[src/rtl/multicycle_controller.sv]
// Multicycle MIPS control FSM: sequences each instruction over FETCH..writeback and drives datapath controls.
// Outputs are combinational from state (plus zero/mem_ready); memory states stall while mem_ready is low.
module multicycle_controller #(
  parameter bit MEM_HANDSHAKE = 1'b1,
  parameter int CNT_W         = 16
) (
  input  logic             clk,
  input  logic             rst_n,
  input  logic [5:0]       opcode,
  input  logic             zero,
  input  logic             mem_ready,
  output logic             pc_write,
  output logic             ir_write,
  output logic             iord,
  output logic             mem_read,
  output logic             mem_write,
  output logic             reg_write,
  output logic             reg_dst,
  output logic             mem_to_reg,
  output logic             sel_reg,
  output logic             alu_src_a,
  output logic [1:0]       alu_src_b,
  output logic [1:0]       alu_op,
  output logic [1:0]       pc_source,
  output logic             illegal,
  output logic [CNT_W-1:0] instr_retired
);

  typedef enum logic [3:0] {
    S_FETCH, S_DECODE, S_MEM_ADDR, S_MEM_RD, S_MEM_WB, S_MEM_WR,
    S_EXEC_R, S_EXEC_I, S_ALU_WB, S_BRANCH, S_JUMP
  } state_t;

  localparam logic [5:0] OP_R    = 6'b000000;
  localparam logic [5:0] OP_ADDI = 6'b001000;
  localparam logic [5:0] OP_ANDI = 6'b001100;
  localparam logic [5:0] OP_LW   = 6'b100011;
  localparam logic [5:0] OP_SW   = 6'b101011;
  localparam logic [5:0] OP_BEQ  = 6'b000100;
  localparam logic [5:0] OP_BNE  = 6'b000101;
  localparam logic [5:0] OP_J    = 6'b000010;
  localparam logic [5:0] OP_JAL  = 6'b000011;
  localparam logic [5:0] OP_JR   = 6'b000001;

  state_t           r_state;
  state_t           w_next;
  logic             w_ready;
  logic             w_retire;
  logic [CNT_W-1:0] r_instr_retired;

  assign w_ready = MEM_HANDSHAKE ? mem_ready : 1'b1;
  // The only DECODE->FETCH edge is the illegal path, which must not count.
  assign w_retire = (w_next == S_FETCH) && (r_state != S_FETCH) && (r_state != S_DECODE);
  assign instr_retired = r_instr_retired;

  always_ff @(posedge clk or negedge rst_n) begin
    if (!rst_n) begin
      r_state         <= S_FETCH;
      r_instr_retired <= '0;
    end else begin
      r_state <= w_next;
      if (w_retire)
        r_instr_retired <= r_instr_retired + {{(CNT_W-1){1'b0}}, 1'b1};
    end
  end

  always_comb begin
    w_next = r_state;
    case (r_state)
      S_FETCH:    if (w_ready) w_next = S_DECODE;
      S_DECODE: begin
        case (opcode)
          OP_LW, OP_SW:       w_next = S_MEM_ADDR;
          OP_R:               w_next = S_EXEC_R;
          OP_ADDI, OP_ANDI:   w_next = S_EXEC_I;
          OP_BEQ, OP_BNE:     w_next = S_BRANCH;
          OP_J, OP_JAL, OP_JR: w_next = S_JUMP;
          default:            w_next = S_FETCH;
        endcase
      end
      S_MEM_ADDR: w_next = (opcode == OP_LW) ? S_MEM_RD : S_MEM_WR;
      S_MEM_RD:   if (w_ready) w_next = S_MEM_WB;
      S_MEM_WR:   if (w_ready) w_next = S_FETCH;
      S_EXEC_R,
      S_EXEC_I:   w_next = S_ALU_WB;
      S_MEM_WB,
      S_ALU_WB,
      S_BRANCH,
      S_JUMP:     w_next = S_FETCH;
      default:    w_next = S_FETCH;
    endcase
  end

  always_comb begin
    pc_write   = 1'b0;
    ir_write   = 1'b0;
    iord       = 1'b0;
    mem_read   = 1'b0;
    mem_write  = 1'b0;
    reg_write  = 1'b0;
    reg_dst    = 1'b0;
    mem_to_reg = 1'b0;
    sel_reg    = 1'b0;
    alu_src_a  = 1'b0;
    alu_src_b  = 2'b00;
    alu_op     = 2'b00;
    pc_source  = 2'b00;
    illegal    = 1'b0;
    case (r_state)
      S_FETCH: begin
        mem_read  = 1'b1;
        alu_src_b = 2'b01;
        alu_op    = 2'b01;
        ir_write  = w_ready;
        pc_write  = w_ready;
      end
      S_DECODE: begin
        alu_src_b = 2'b11;
        alu_op    = 2'b01;
        case (opcode)
          OP_R, OP_ADDI, OP_ANDI, OP_LW, OP_SW,
          OP_BEQ, OP_BNE, OP_J, OP_JAL, OP_JR: illegal = 1'b0;
          default:                             illegal = 1'b1;
        endcase
      end
      S_MEM_ADDR: begin
        alu_src_a = 1'b1;
        alu_src_b = 2'b10;
        alu_op    = 2'b01;
      end
      S_MEM_RD: begin
        iord     = 1'b1;
        mem_read = 1'b1;
      end
      S_MEM_WB: begin
        reg_write  = 1'b1;
        mem_to_reg = 1'b1;
      end
      S_MEM_WR: begin
        iord      = 1'b1;
        mem_write = 1'b1;
      end
      S_EXEC_R: begin
        alu_src_a = 1'b1;
      end
      S_EXEC_I: begin
        alu_src_a = 1'b1;
        alu_src_b = 2'b10;
        alu_op    = (opcode == OP_ANDI) ? 2'b11 : 2'b01;
      end
      S_ALU_WB: begin
        reg_write = 1'b1;
        reg_dst   = (opcode == OP_R);
      end
      S_BRANCH: begin
        alu_src_a = 1'b1;
        alu_op    = 2'b10;
        pc_source = 2'b01;
        pc_write  = (opcode == OP_BNE) ? ~zero : zero;
      end
      S_JUMP: begin
        pc_write = 1'b1;
        if (opcode == OP_JR) begin
          pc_source = 2'b11;
        end else begin
          pc_source = 2'b10;
          reg_write = (opcode == OP_JAL);
          sel_reg   = (opcode == OP_JAL);
        end
      end
      default: ;
    endcase
  end

endmodule

[config.mk]
export PLATFORM = sky130hd
export DESIGN_NAME = multicycle_controller
export DESIGN_NICKNAME = d
export VERILOG_FILES = /design/src/rtl/multicycle_controller.sv
export SDC_FILE = /design/constraint.sdc
export NUM_CORES = 1
export LEC_CHECK = 0
export ABC_AREA = 0
export BUFFER_PORTS_ARGS = -buffer_cell sky130_fd_sc_hd__buf_4
export CORE_MARGIN = 1.5
export CORE_UTILIZATION = 46
export CTS_CLUSTER_DIAMETER = 30
export CTS_CLUSTER_SIZE = 8
export DETAILED_ROUTE_END_ITERATION = 10
export GPL_TIMING_DRIVEN = 0
export PLACE_DENSITY = 0.75
export SKIP_LAST_GASP = 1
export SYNTH_ARGS = -nofsm -noshare
export SYNTH_HDL_FRONTEND = slang
export SYNTH_SLANG_ARGS = --single-unit
[constraint.sdc]
create_clock -name clk -period 1.7 [get_ports clk]
set_input_delay 0.255 -clock clk [delete_from_list [all_inputs] [get_ports clk]]
set_output_delay 0.255 -clock clk [all_outputs]
set_load 0.005 [all_outputs]
* After elaboration in Yosys (flattened, before gate mapping) *
Index checks and enable logic that the tools add are counted.

word-level totals
  input bits = 10
  word-level logic and storage cells = 67
  flip-flop bits (word level) = 20
  output and inout bits = 33

cells by class
  $add $sub $neg = 1
  bitwise operators = 1
  equality and inequality tests = 20
  multiplexer cells = 25
  reductions and logical operators = 18

operators with widths
  cell                                                                     count
  4-bit case mux with 6 select lines                                       1
  4-bit case mux with 5 select lines                                       1
  16-bit by 1-bit adder with 16-bit output, second input constant          1
  4-bit by 3-bit equality test with 1-bit output, second input constant    4
  2-bit OR reduction                                                       8
  1-bit 2-to-1 mux                                                         13
  4-bit equality test, second input constant                               3
  6-bit by 2-bit equality test with 1-bit output, second input constant    2
  6-bit by 3-bit equality test with 1-bit output, second input constant    2
  6-bit by 4-bit equality test with 1-bit output, second input constant    2
  6-bit equality test, second input constant                               2
  4-bit 2-to-1 mux                                                         3
  2-bit case mux with 3 select lines                                       2
  10-bit OR reduction                                                      1
  4-bit by 2-bit equality test with 1-bit output, second input constant    2
  4-bit zero test                                                          2
  6-bit by 1-bit equality test with 1-bit output, second input constant    1
  6-bit zero test                                                          1
  3-bit OR reduction                                                       2
  4-bit by 1-bit equality test with 1-bit output, second input constant    1
  4-bit by 1-bit inequality test with 1-bit output, second input constant  1
  2-bit case mux with 2 select lines                                       1
  4-bit nonzero test                                                       1
  4-bit OR reduction                                                       1
  other kinds (6)                                                          7

* Depth between registers and ports, before layout *
Gate-level depths: netlist of the first run.

  depth after elaboration = 7
  gate-level depth with buffers = 7
  mapped depth without buffers = 5

* Worst setup path before layout of the first run *
No wires, ideal clock.

  path type = in2out
  start point = input port opcode[5]
  end point = output port reg_dst
  stages = 4
  data arrival time = 1545 ps
  required time = 1445 ps
  path buffers = 0
  path slack = -100 ps
  path through = or2_2 > or3_2 > or4_1 > nor3_1

between the ends
  cells in the longest elaborated chain, start to end = 2

RTL lines
  element             RTL line  source
  start: declaration  9         input logic [5:0] opcode,
  6-bit zero test     153       reg_dst = (opcode == OP_R);
  1-bit 2-to-1 mux    109       case (r_state)
  end: declaration    18        output logic reg_dst,

No other way between the ends.

* Final worst setup path of the first run *
  start point = register r_state[3]
  end point = output port alu_op[1]

between the ends
  cells in the longest elaborated chain, start to end = 3
  elaborated cells between the ends (all ways) = 7
  classes of those cells = 4 x eq/ne; 1 x mux; 2 x reduce/logical

RTL lines
  element                                                                       RTL line  source
  start: declaration                                                            45        state_t r_state;
  start signal: assignment                                                      61        r_state <= w_next;
  4-bit by 1-bit equality test with 1-bit output, or another cell as far along  109
  3-bit OR reduction (no source line)                                           n/a
  2-bit case mux with 3 select lines (*)                                        109
  end: declaration                                                              23        output logic [1:0] alu_op,

Mark *: on every way between the ends. The rest lies on a longest branch, timed or not.

==> results of run 1 <==
logic make-up after synthesis:
kind of cell / Yosys count / share of synthesized area (%)
flops: 20 / 33.9
compound gates: 22 / 13.9
fa+ha+maj: 1 / 0.847
xor+xnor: 18 / 10.7
simple gates: 86 / 33.4
buf+inv: 17 / 5.85
mux: 2 / 1.44
cell type report:
class,instances,area [µm²],area share [%]
inverter,7,26.3,1.07
tap,44,55.1,2.23
timing repair buffer,71,581,23.5
clock buffer,4,36.3,1.47
sequential,20,503,20.4
multi-input combinational,130,1180,48.0
buffer,8,80.1,3.25
worst max-delay path by stage:
stage	to	slack, ps
after floorplan	reg_dst	-80
after global placement	reg_dst	-370
after detailed placement	reg_dst	-380
after CTS	alu_op[1]	-200
after global routing	alu_op[1]	-310
final	alu_op[1]	-290
through the flow:
step                      total power, mW  cell area (µm²)  instances  util, %  setup slack [ps]
after floorplan                     0.930             1490        166        -             -75.5
after global placement               1.17             1840        249     60.3              -367
after detailed placement             1.19             1840        249     60.3              -378
after CTS                            1.57             2120        270     69.4              -198
after global routing                 1.89             2470        284     80.8              -314
final                                1.81             2470        284     80.8              -286
metal layers:
metal,vias up,part of all wire (%)
met3,17,5.4
met1,814,40
met2,89,52
met5,-,0
met4,0,2.8
li1,750,-
flip-flops by register name, indices dropped and copies added, names as in the netlist:
signal,flops
instr_retired,16
r_state,4
cells in the final DEF (no fill, tap or decap), types with 4 or more instances in the layout:
cell type / n
buf_4: 60
buf_6: 16
dfrtp_1: 18
inv_1: 7
nand2_1: 7
nand2b_1: 4
nand3_1: 7
nor2_1: 11
nor3_1: 8
nor3_2: 4
xor2_1: 15
repair_timing:
action | 4_1_cts | 5_1_grt
buffers inserted | 16 | 14
gates cloned | 1 | 1
endpoints found under the setup margin | 30 | 33
hold buffers | 1 | 0
pin swaps | 9 | 26
gates resized for setup | 32 | 49
hold endpoints to repair | 20 | 0
where the power goes:
group	total [mW]	internal, mW	switching (mW)
logic	0.898	0.463	0.435
registers	0.628	0.536	0.0913
clock network	0.284	0.131	0.154
total	1.81	1.13	0.680
worst max-delay path, delay by kind of cell (launching register included):
family / cells / cell delay [ps]
and+or+nand+nor: 2 / 340
DFF: 1 / 470
AOI/OAI and AO/OA: 1 / 330
buffers and inverters: 2 / 270
==> flow_summary.rst, run 1 <==
.. list-table::
   :header-rows: 1

   * - Metric
     - Value
   * - Outcome
     - complete, but fails checks
   * - Violations in the final reports
     - negative setup slack
   * - Global-route wire length before repair
     - 6750 µm
   * - Most numerous cell types in the synthesized netlist
     - dfrtp_1 (20), nor2_1 (17), xor2_1 (15), nor3_1 (14), nand2_1 (8)
   * - RSZ-0062 raised after global routing
     - true
   * - Clock latency reported for the late side of the worst-skew pair
     - 310 ps
   * - Net count reported at finish
     - 252
   * - Delay of the slowest cell on the worst path
     - 470 ps
   * - Worst Hold Margin
     - 362 ps
   * - Met2 layer usage reported by global route
     - 41.1%
   * - Sinks on the clock net
     - 20
   * - Number of warnings reported in the yosys synthesis log
     - 0
   * - Path class of the lowest-slack min-delay path
     - input port to async pin
   * - Post-route DRC violation count
     - 0
   * - Setup ws final
     - -286 ps
   * - Area overhead of the layout relative to synthesis
     - 67.0%
   * - Initial Utilization
     - 48.4%
   * - Endpoint of the worst register-to-register path
     - instr_retired[1]
   * - Post-synth EDFFs
     - 0
   * - Clock tree from TritonCTS
     - built
   * - PD cells
     - 734 mW/mm²
   * - Placed wire-length estimate
     - 2710 µm
   * - Number of antenna violations at the first check in global routing
     - 0
   * - Peak fanout along the critical path
     - 3
   * - Number of H-tree branching levels
     - 1
   * - Die area
     - 0.00356 mm²
   * - Setup total negative slack
     - -5300 ps
   * - TritonRoute pass-1 iters
     - 4
   * - Syn nets
     - 177
   * - GRT Residual Overflow
     - 0
   * - Number of buffers inserted during clock tree synthesis
     - 3
   * - Register-to-register setup slack
     - -280 ps
   * - Most frequent cell after synthesis
     - dfrtp_1
   * - Required time of the critical path
     - 1440 ps
   * - Largest net degree at the start of global routing
     - 21
   * - Sequential fraction of the synthesis area
     - 33.9%
   * - CP max stage cell
     - dfrtp_2
   * - Tcrit/Tclk final
     - 117%
   * - Remaining number of nets flagged by the antenna check after routing
     - 0
   * - Final worst clock skew
     - 9.44 ps
   * - Met3 track utilization from global routing
     - 4.33%
   * - Yosys reg bits
     - 20
   * - Proportion of register bits with asynchronous set or reset after synthesis
     - 100%
   * - I/O Pins
     - 43
   * - Crit path kind
     - flop to output pin
   * - Critical path, cell by cell
     - buf_8, nand3b_1, o32a_1, nor2_1, buf_4
   * - Count of unique library cells instantiated by Yosys
     - 50
   * - Mean instance size in the synthesized netlist
     - 8.89 µm²
   * - Synthesized cell area
     - 0.00148 mm²
   * - Slew at the pin closest to its max-slew limit
     - 601 ps
   * - Number of max-slew violations in the final report
     - 0
   * - RePlAce Congestion
     - 0.820
   * - FF-to-FF Start
     - r_state[3]
   * - Type of destination of the critical path
     - output pin
   * - Leak Pwr
     - 1.13 nW
   * - WL per Instance
     - 18.7 µm
   * - Main area contributors after synthesis
     - dfrtp_1 (34%), xor2_1 (8.9%), nor3_1 (4.7%), nor2_1 (4.3%), nand2b_1 (3.0%)
   * - Fillcell total
     - 194
   * - Detailed-route vias per instance
     - 5.88
   * - Kind of start point of the critical path
     - flop
   * - Core ar.
     - 0.00305 mm²
   * - Number of cells produced by synthesis
     - 166
   * - DRC violation total after the first TritonRoute iteration
     - 100
   * - Setup violations, final
     - 31
   * - Most utilized layer in the global route result
     - met2
   * - Slew HR
     - 59.5%
   * - Primary FF master, synth
     - dfrtp_1
   * - Layout cell share with drive strength beyond 1
     - 55.8%
   * - ANT cells
     - 0
   * - Clk root buf
     - clkbuf_4
   * - Final hold violation count
     - 0
   * - # rows
     - 20
   * - Vias in the first global route
     - 1443
   * - Die W
     - 59.7 µm
   * - Total number of vias
     - 1670
   * - Worst Path Arrival
     - 1730 ps
   * - Share of the synthesized area in the top cell type
     - 33.9%
   * - Achievable Freq
     - 504 MHz
   * - Clock transition at the registers of the reported paths
     - 120 ps
   * - Cell type contributing the most total cell area after synthesis
     - dfrtp_1
   * - Die height
     - 59.7 µm
   * - Maximum buffer depth of the clock tree
     - 2
   * - Final wirelength
     - 5320 µm
   * - Count of maximum capacitance violations
     - 0
   * - Met1 track demand over resource in global routing
     - 32.3%
   * - Post-layout min period
     - 1990 ps
   * - Largest vdd supply drop
     - 684 µV
   * - Origin of the worst setup path
     - r_state[3]
   * - R2R cell count
     - 7
   * - Global routing usage summed across all routing layers
     - 24.6%
   * - Port-buffer cells
     - 39
(Power assumes the default switching activity.)
==> run 2: changes to the inputs <==
--- a/config.mk
+++ b/config.mk
@@ -5,16 +5,17 @@
 export SDC_FILE = /design/constraint.sdc
 export NUM_CORES = 1
 export LEC_CHECK = 0
-export ABC_AREA = 0
+export ABC_AREA = 1
 export BUFFER_PORTS_ARGS = -buffer_cell sky130_fd_sc_hd__buf_4
 export CORE_MARGIN = 1.5
-export CORE_UTILIZATION = 46
+export CORE_UTILIZATION = 49
 export CTS_CLUSTER_DIAMETER = 30
 export CTS_CLUSTER_SIZE = 8
 export DETAILED_ROUTE_END_ITERATION = 10
 export GPL_TIMING_DRIVEN = 0
-export PLACE_DENSITY = 0.75
+export PLACE_DENSITY = 0.77
 export SKIP_LAST_GASP = 1
 export SYNTH_ARGS = -nofsm -noshare
 export SYNTH_HDL_FRONTEND = slang
 export SYNTH_SLANG_ARGS = --single-unit
+export TNS_END_PERCENT = 30
==> run 2 against run 1 <==
The flow still finishes with violations (negative setup slack). Sequential cell count did not move. Sequential share of layout area rose by 0.90 points. Global-route usage shrank 1.3 points. Cell count is 25% higher. Hold slack got worse by 48 ps. Power up 26%. Count of clock-buffer cells in the layout down 1. Final area decreased by 4.2%. Worst setup slack better by 130 ps. Maximum frequency increased by 6.8%. Sequential power decreased by 1%. Critical endpoint is now reg_write.
==> flow_summary.rst, run 2 <==
.. list-table::
   :header-rows: 1

   * - Metric
     - Value
   * - Main area contributors after synthesis
     - dfrtp_1 (28%), nand2_1 (12%), nand3_1 (6.8%), nand3_2 (6.8%), o21bai_1 (6.8%)
   * - Area of all placed cells without fillers
     - 0.00236 mm²
   * - Fillcell total
     - 309
   * - Worst path bufs/invs
     - 3
   * - Violations in the final reports
     - negative setup slack
   * - Maximum buffer depth of the clock tree
     - 2
   * - Synthesized cell area
     - 0.00178 mm²
   * - Clock latency reported for the late side of the worst-skew pair
     - 310 ps
   * - ANT cells
     - 0
   * - Placed wire-length estimate
     - 3250 µm
   * - Number of cells produced by synthesis
     - 252
   * - RSZ-0062 raised after global routing
     - true
   * - Clock transition at the registers of the reported paths
     - 120 ps
   * - Switching power of the nets
     - 0.935 mW
   * - Area overhead of the layout relative to synthesis
     - 33.1%
   * - Number of warnings reported in the yosys synthesis log
     - 0
   * - Reg power frac
     - 27.3%
   * - Cell type contributing the most total cell area after synthesis
     - dfrtp_1
   * - Combinational share of power
     - 55.2%
   * - Count of maximum capacitance violations
     - 0
   * - Setup ws final
     - -160 ps
   * - Fraction of power consumed by the clock network
     - 17.5%
   * - Sinks on the clock net
     - 20
   * - Vias in the first global route
     - 1721
   * - Delay of the slowest cell on the worst path
     - 430 ps
   * - Achievable Freq
     - 538 MHz
   * - Share of the synthesized area in the top cell type
     - 28.2%
   * - Final hold violation count
     - 0
   * - Final wirelength
     - 4700 µm
   * - Die area
     - 0.00399 mm²
   * - TritonRoute pass-1 iters
     - 4
   * - Detailed-route vias per instance
     - 5.13
   * - Worst Path Arrival
     - 1600 ps
   * - Area taken by flip-flops and latches
     - 503 µm²
   * - Critical path, cell by cell
     - inv_2, nor2_2, inv_2, nor2_2, nand2_2, nor2_2, or3b_4, buf_6
   * - Switching part of the total power
     - 41.1%
   * - Die height
     - 63.2 µm
   * - I/O Pins
     - 43
   * - Net count reported at finish
     - 322
   * - Layout cell share with drive strength beyond 1
     - 38.1%
   * - Initial Utilization
     - 52.0%
   * - # rows
     - 21
   * - Syn nets
     - 263
   * - Post-route core utilization
     - 69.2%
   * - Number of max-slew violations in the final report
     - 0
   * - Kind of start point of the critical path
     - flop
   * - Clk root buf
     - clkbuf_4
   * - Post-layout min period
     - 1860 ps
   * - CP most frequent cell
     - nor2_2
   * - Largest delay share family, worst path
     - simple AND/OR/NAND/NOR gates
   * - Crit path kind
     - flop to output pin
   * - Setup violations, final
     - 21
   * - Most numerous cell types in the synthesized netlist
     - nand2_1 (57), inv_1 (31), nor2_1 (30), nand3_1 (24), dfrtp_1 (20)
   * - Remaining number of nets flagged by the antenna check after routing
     - 0
   * - Post-placement cell area
     - 0.00215 mm²
   * - Mean instance size in the synthesized netlist
     - 7.05 µm²
   * - Most frequent standard cell in the layout excluding fill and tap cells
     - nand2_1
   * - Yosys reg bits
     - 20
   * - RePlAce Congestion
     - 0.833
   * - CP max stage cell
     - dfrtp_2
   * - Placed cell count
     - 340
   * - Slew HR
     - 65.5%
   * - Global routing usage summed across all routing layers
     - 23.3%
   * - Total number of vias
     - 1828
   * - WL per Instance
     - 13.2 µm
   * - Number of buffers inserted during clock tree synthesis
     - 3
   * - Tcrit/Tclk final
     - 109%
   * - Slew at the pin closest to its max-slew limit
     - 513 ps
   * - Most frequent cell after synthesis
     - nand2_1
   * - Type of destination of the critical path
     - output pin
   * - DRC violation total after the first TritonRoute iteration
     - 123
   * - Count of unique library cells instantiated by Yosys
     - 29
   * - Number of H-tree branching levels
     - 1
   * - Sequential fraction of the synthesis area
     - 28.2%
   * - Largest net degree at the start of global routing
     - 21
   * - Post-route DRC violation count
     - 0
   * - PD cells
     - 963 mW/mm²
   * - Required time of the critical path
     - 1440 ps
   * - Global-route wire length before repair
     - 7520 µm
   * - Final worst clock skew
     - 5.10 ps
   * - Primary FF master, synth
     - dfrtp_1
   * - Leak Pwr
     - 1.21 nW
   * - Path class of the lowest-slack min-delay path
     - input port to flop
   * - Internal power contribution
     - 1.34 mW
   * - Number of antenna violations at the first check in global routing
     - 0
   * - Clock tree from TritonCTS
     - built
   * - GRT Residual Overflow
     - 0
   * - Outcome
     - complete, but fails checks
   * - Die W
     - 63.2 µm
   * - Fin cells
     - 356
   * - Proportion of register bits with asynchronous set or reset after synthesis
     - 100%
   * - Post-synth EDFFs
     - 0
   * - Max reg flops
     - 16
   * - Peak fanout along the critical path
     - 2
   * - Multi-input logic area
     - 0.00114 mm²
   * - Largest vdd supply drop
     - 600 µV
   * - Commonest non-fill, non-tap cells in the layout
     - nand2_1 (55), buf_4 (53), inv_1 (28), nor2_1 (25), nand3_1 (24)
   * - Port-buffer cells
     - 42
   * - Core ar.
     - 0.00342 mm²
-- run 2: cells by family after synthesis --
kind of cell	Yosys count	share of synthesized area, %
xor gates and xnor gates	11	5.43
buffers and inverters	43	10.9
and+or+nand+nor	152	45.2
DFF	20	28.2
adders and majority gates	1	0.705
AOI/OAI and AO/OA	25	9.58
-- run 2: final timing paths --
kind                             startpoint                 to  slack (ps)  cells past startpoint
min in group asynchronous             rst_n  instr_retired[15]         350                      2
max                              r_state[3]          reg_write        -160                      8
min reg2reg                instr_retired[2]   instr_retired[2]         650                      3
min                               mem_ready         r_state[0]         310                      4
max in group asynchronous             rst_n         r_state[1]        1110                      2
max reg2reg                      r_state[2]   instr_retired[3]         -50                     10
-- run 2: tightest hold or removal path, cell delays in order --
cell and delay, ps:
buf_4 110, nor2_4 40, nor2_1 80, nand3_1 90
-- run 2: per-stage QoR --
step           setup TNS (ps)  setup WS, ps  hold slack, ps  total power, mW
6_report                -1160          -160             314             2.28
5_1_grt                 -3160          -214             330             2.42
4_1_cts                  -740          -163             306             2.19
3_5_place_dp                0          30.7             152             1.71
3_3_place_gp                0          31.0             152             1.70
2_1_floorplan               0           202           -40.6             1.34
-- run 2: repair_timing --
action | in CTS | in global routing
setup endpoints to repair | 8 | 26
hold buffers | 1 | 0
gates resized for setup | 10 | 16
endpoints found under the hold margin | 20 | 0
setup buffers | 7 | 4
pin swaps | 1 | 4
-- run 2: routing by layer --
metal  vias up  wire length [µm]  track usage, %  part of all wire, %
li1        918                 -               -                    -
met3         6               254            3.39                  5.4
met4         0                40            6.25                 0.85
met2        63              2310            41.0                   49
met1       841              2090            29.8                   44
met5         -                 0               0                    0
-- run 2: layout make-up --
type | count | area share, %
multi-input cells | 189 | 48.4
clock buffers | 3 | 0.953
plain buffers | 4 | 1.91
well taps | 46 | 2.44
flip-flops and latches | 20 | 21.3
repair buffers | 54 | 17.4
inverters | 39 | 6.30
clock inverters | 1 | 1.27
-- run 2: power by group through the flow --
stage	clock network (mW)	registers, mW	logic, mW
after floorplan	0	0.629	0.713
final	0.399	0.621	1.26
after global placement	0	0.639	1.07
after CTS	0.415	0.620	1.16
after detailed placement	0	0.638	1.07
after global routing	0.430	0.628	1.36
==> run 3: changes to the inputs <==
--- a/config.mk
+++ b/config.mk
@@ -7,6 +7,7 @@
 export LEC_CHECK = 0
 export ABC_AREA = 1
 export BUFFER_PORTS_ARGS = -buffer_cell sky130_fd_sc_hd__buf_4
+export CORE_ASPECT_RATIO = 0.75
 export CORE_MARGIN = 1.5
 export CORE_UTILIZATION = 49
 export CTS_CLUSTER_DIAMETER = 30
==> run 3 against run 2 <==
The run still ends with negative setup slack left. Non-clock buffer count is 8 higher. Via count is 8.1% higher. Combinational power is 10% higher. Register-to-register slack better by 60 ps. First-iteration DRC count is 4.1% lower. Clock power is 7.3% lower. Core utilization is 3.3 points higher. Count of clock-buffer cells in the layout is 1 higher. Die area hardly changed. Worst setup slack better by 31 ps. Sequential power is 2% higher. Largest power group unchanged.
==> flow_summary.rst, run 3 (same netlist as run 2, synthesis figures left out) <==
.. list-table::
   :header-rows: 1

   * - Metric
     - Value
   * - Crit path kind
     - flop to output pin
   * - Outcome
     - complete, but fails checks
   * - Setup violations, final
     - 8
   * - Max reg flops
     - 16
   * - DRC violation total after the first TritonRoute iteration
     - 118
   * - Clock transition at the registers of the reported paths
     - 80 ps
   * - Slew HR
     - 66.4%
   * - Commonest non-fill, non-tap cells in the layout
     - buf_4 (60), nand2_1 (53), inv_1 (26), nor2_1 (24), nand3_1 (24)
   * - # rows
     - 18
   * - Final hold violation count
     - 0
   * - I/O Pins
     - 43
   * - Most frequent standard cell in the layout excluding fill and tap cells
     - buf_4
   * - Fin cells
     - 358
   * - Global routing usage summed across all routing layers
     - 26.8%
   * - Met3 track utilization from global routing
     - 5.25%
   * - Port-buffer cells
     - 42
   * - Achievable Freq
     - 547 MHz
   * - Met2 layer usage reported by global route
     - 41.8%
   * - Die area
     - 0.00400 mm²
   * - Fillcell total
     - 275
   * - TritonRoute pass-1 iters
     - 4
   * - Met1 track demand over resource in global routing
     - 39.7%
   * - Core ar.
     - 0.00338 mm²
   * - Kind of start point of the critical path
     - flop
   * - Total number of vias
     - 1976
   * - GRT Residual Overflow
     - 0
   * - Leak Pwr
     - 1.24 nW
   * - Peak fanout along the critical path
     - 2
   * - Slew at the pin closest to its max-slew limit
     - 500 ps
   * - Critical path, cell by cell
     - inv_2, nor2_4, inv_2, nor2_4, nand2_2, nor2_2, or3b_4, buf_6
   * - Post-route DRC violation count
     - 0
   * - Remaining number of nets flagged by the antenna check after routing
     - 0
   * - ANT cells
     - 0
   * - Area taken by flip-flops and latches
     - 505 µm²
   * - Number of H-tree branching levels
     - 1
   * - Number of max-slew violations in the final report
     - 0
   * - Clock latency reported for the late side of the worst-skew pair
     - 260 ps
   * - Sinks on the clock net
     - 20
   * - Detailed-route vias per instance
     - 5.52
   * - Number of buffers inserted during clock tree synthesis
     - 3
   * - Vias in the first global route
     - 1677
   * - Placed cell count
     - 334
   * - Die W
     - 72.5 µm
   * - Count of maximum capacitance violations
     - 0
   * - Placed wire-length estimate
     - 3500 µm
   * - Largest delay share family, worst path
     - simple AND/OR/NAND/NOR gates
   * - Initial Utilization
     - 52.6%
   * - RSZ-0062 raised after global routing
     - true
   * - Number of antenna violations at the first check in global routing
     - 0
   * - Post-place setup slack
     - -14.5 ps
   * - Global-route wire length before repair
     - 8140 µm
   * - Multi-input logic area
     - 0.00115 mm²
   * - Clock tree from TritonCTS
     - built
   * - Area overhead of the layout relative to synthesis
     - 37.9%
   * - CP max stage cell
     - dfrtp_2
   * - Path class of the lowest-slack min-delay path
     - input port to flop
   * - Final worst clock skew
     - 5.17 ps
   * - PD cells
     - 975 mW/mm²
   * - Die height
     - 55.1 µm
   * - WL per Instance
     - 14.7 µm
   * - Final wirelength
     - 5260 µm
   * - Delay of the slowest cell on the worst path
     - 420 ps
   * - RePlAce Congestion
     - 0.831
   * - Tcrit/Tclk final
     - 108%
   * - Type of destination of the critical path
     - output pin
   * - Violations in the final reports
     - negative setup slack
   * - Largest net degree at the start of global routing
     - 21
   * - Required time of the critical path
     - 1440 ps
   * - Net count reported at finish
     - 330
   * - Worst path bufs/invs
     - 3
   * - Layout cell share with drive strength beyond 1
     - 40.6%
   * - Clk root buf
     - clkbuf_8
   * - Largest vdd supply drop
     - 811 µV
   * - Most utilized layer in the global route result
     - met2
   * - Setup ws final
     - -129 ps
   * - Power, Total
     - 2.39 mW
   * - Post-layout min period
     - 1830 ps
   * - Maximum buffer depth of the clock tree
     - 2
   * - Worst Path Arrival
     - 1570 ps
-- run 3: changes by cell type in the layout (fill, tap and decap cells not counted), moves of 3 or more --
cell      change
clkbuf_4      -3
clkbuf_8      +4
buf_4         +7
nand2_2       +3
nor2_2        -4
nor2_4        +5
o21ai_0       +3
-- run 3: path summary, 6_finish.rpt --
check                            startpoint                 to  slack [ps]  cells after the start
max                              r_state[1]          reg_write        -130                      8
min                               mem_ready         r_state[0]         330                      4
max reg2reg                      r_state[0]  instr_retired[15]          10                     10
min reg2reg                instr_retired[0]   instr_retired[0]         640                      3
max in group asynchronous             rst_n   instr_retired[0]        1050                      2
min in group asynchronous             rst_n   instr_retired[8]         410                      2
-- run 3: worst register-to-register path, stage by stage, from the launching register on --
cell      delay [ps]
dfrtp_2          440
buf_4            170
nand2_1           80
inv_2             70
nand2_2          120
nor2_4            50
nor2_4           130
nand2_4          100
buf_4            190
o21bai_1         180
nand2_1           60
-- run 3: layout make-up --
type	count	share of cell area, %
Multi-Input combinational cell	189	47.2
Sequential cell	20	20.6
Timing Repair Buffer	62	20.0
Inverter	39	6.08
Clock buffer	4	2.25
Tap cell	40	2.04
Buffer	4	1.84
-- run 3: repair_timing --
item | in CTS | in global routing
cloned | 0 | 1
gates resized for setup | 15 | 15
buffers inserted | 10 | 8
pin swaps | 4 | 1
hold buffers | 1 | 0
endpoints found under the setup margin | 5 | 31
hold endpoints to repair | 20 | 0
-- run 3: layer usage --
layer / part of all wire [%] / vias to the layer above
li1: - / 940
met1: 46 / 944
met2: 45 / 78
met3: 7.4 / 14
met4: 1.5 / 0
met5: 0 / -
-- run 3: per-stage QoR --
| step | util (%) | setup TNS, ps | cell area (µm²) | hold WS (ps) |
|---|---|---|---|---|
| floorplan | - | 0 | 1780 | -40.6 |
| global placement | 63.4 | 0 | 2140 | 150 |
| detailed placement | 63.4 | -14.5 | 2140 | 152 |
| CTS | 68.5 | -1180 | 2310 | 330 |
| global route | 72.5 | -2120 | 2450 | 388 |
| finish | 72.5 | -605 | 2450 | 335 |
-- run 3: power breakdown --
part / leakage [nW] / internal (mW) / switching (mW)
sequential: 0.267 / 0.546 / 0.0858
clock: 0.0288 / 0.206 / 0.164
combinational: 0.948 / 0.642 / 0.744
total: 1.24 / 1.39 / 0.994
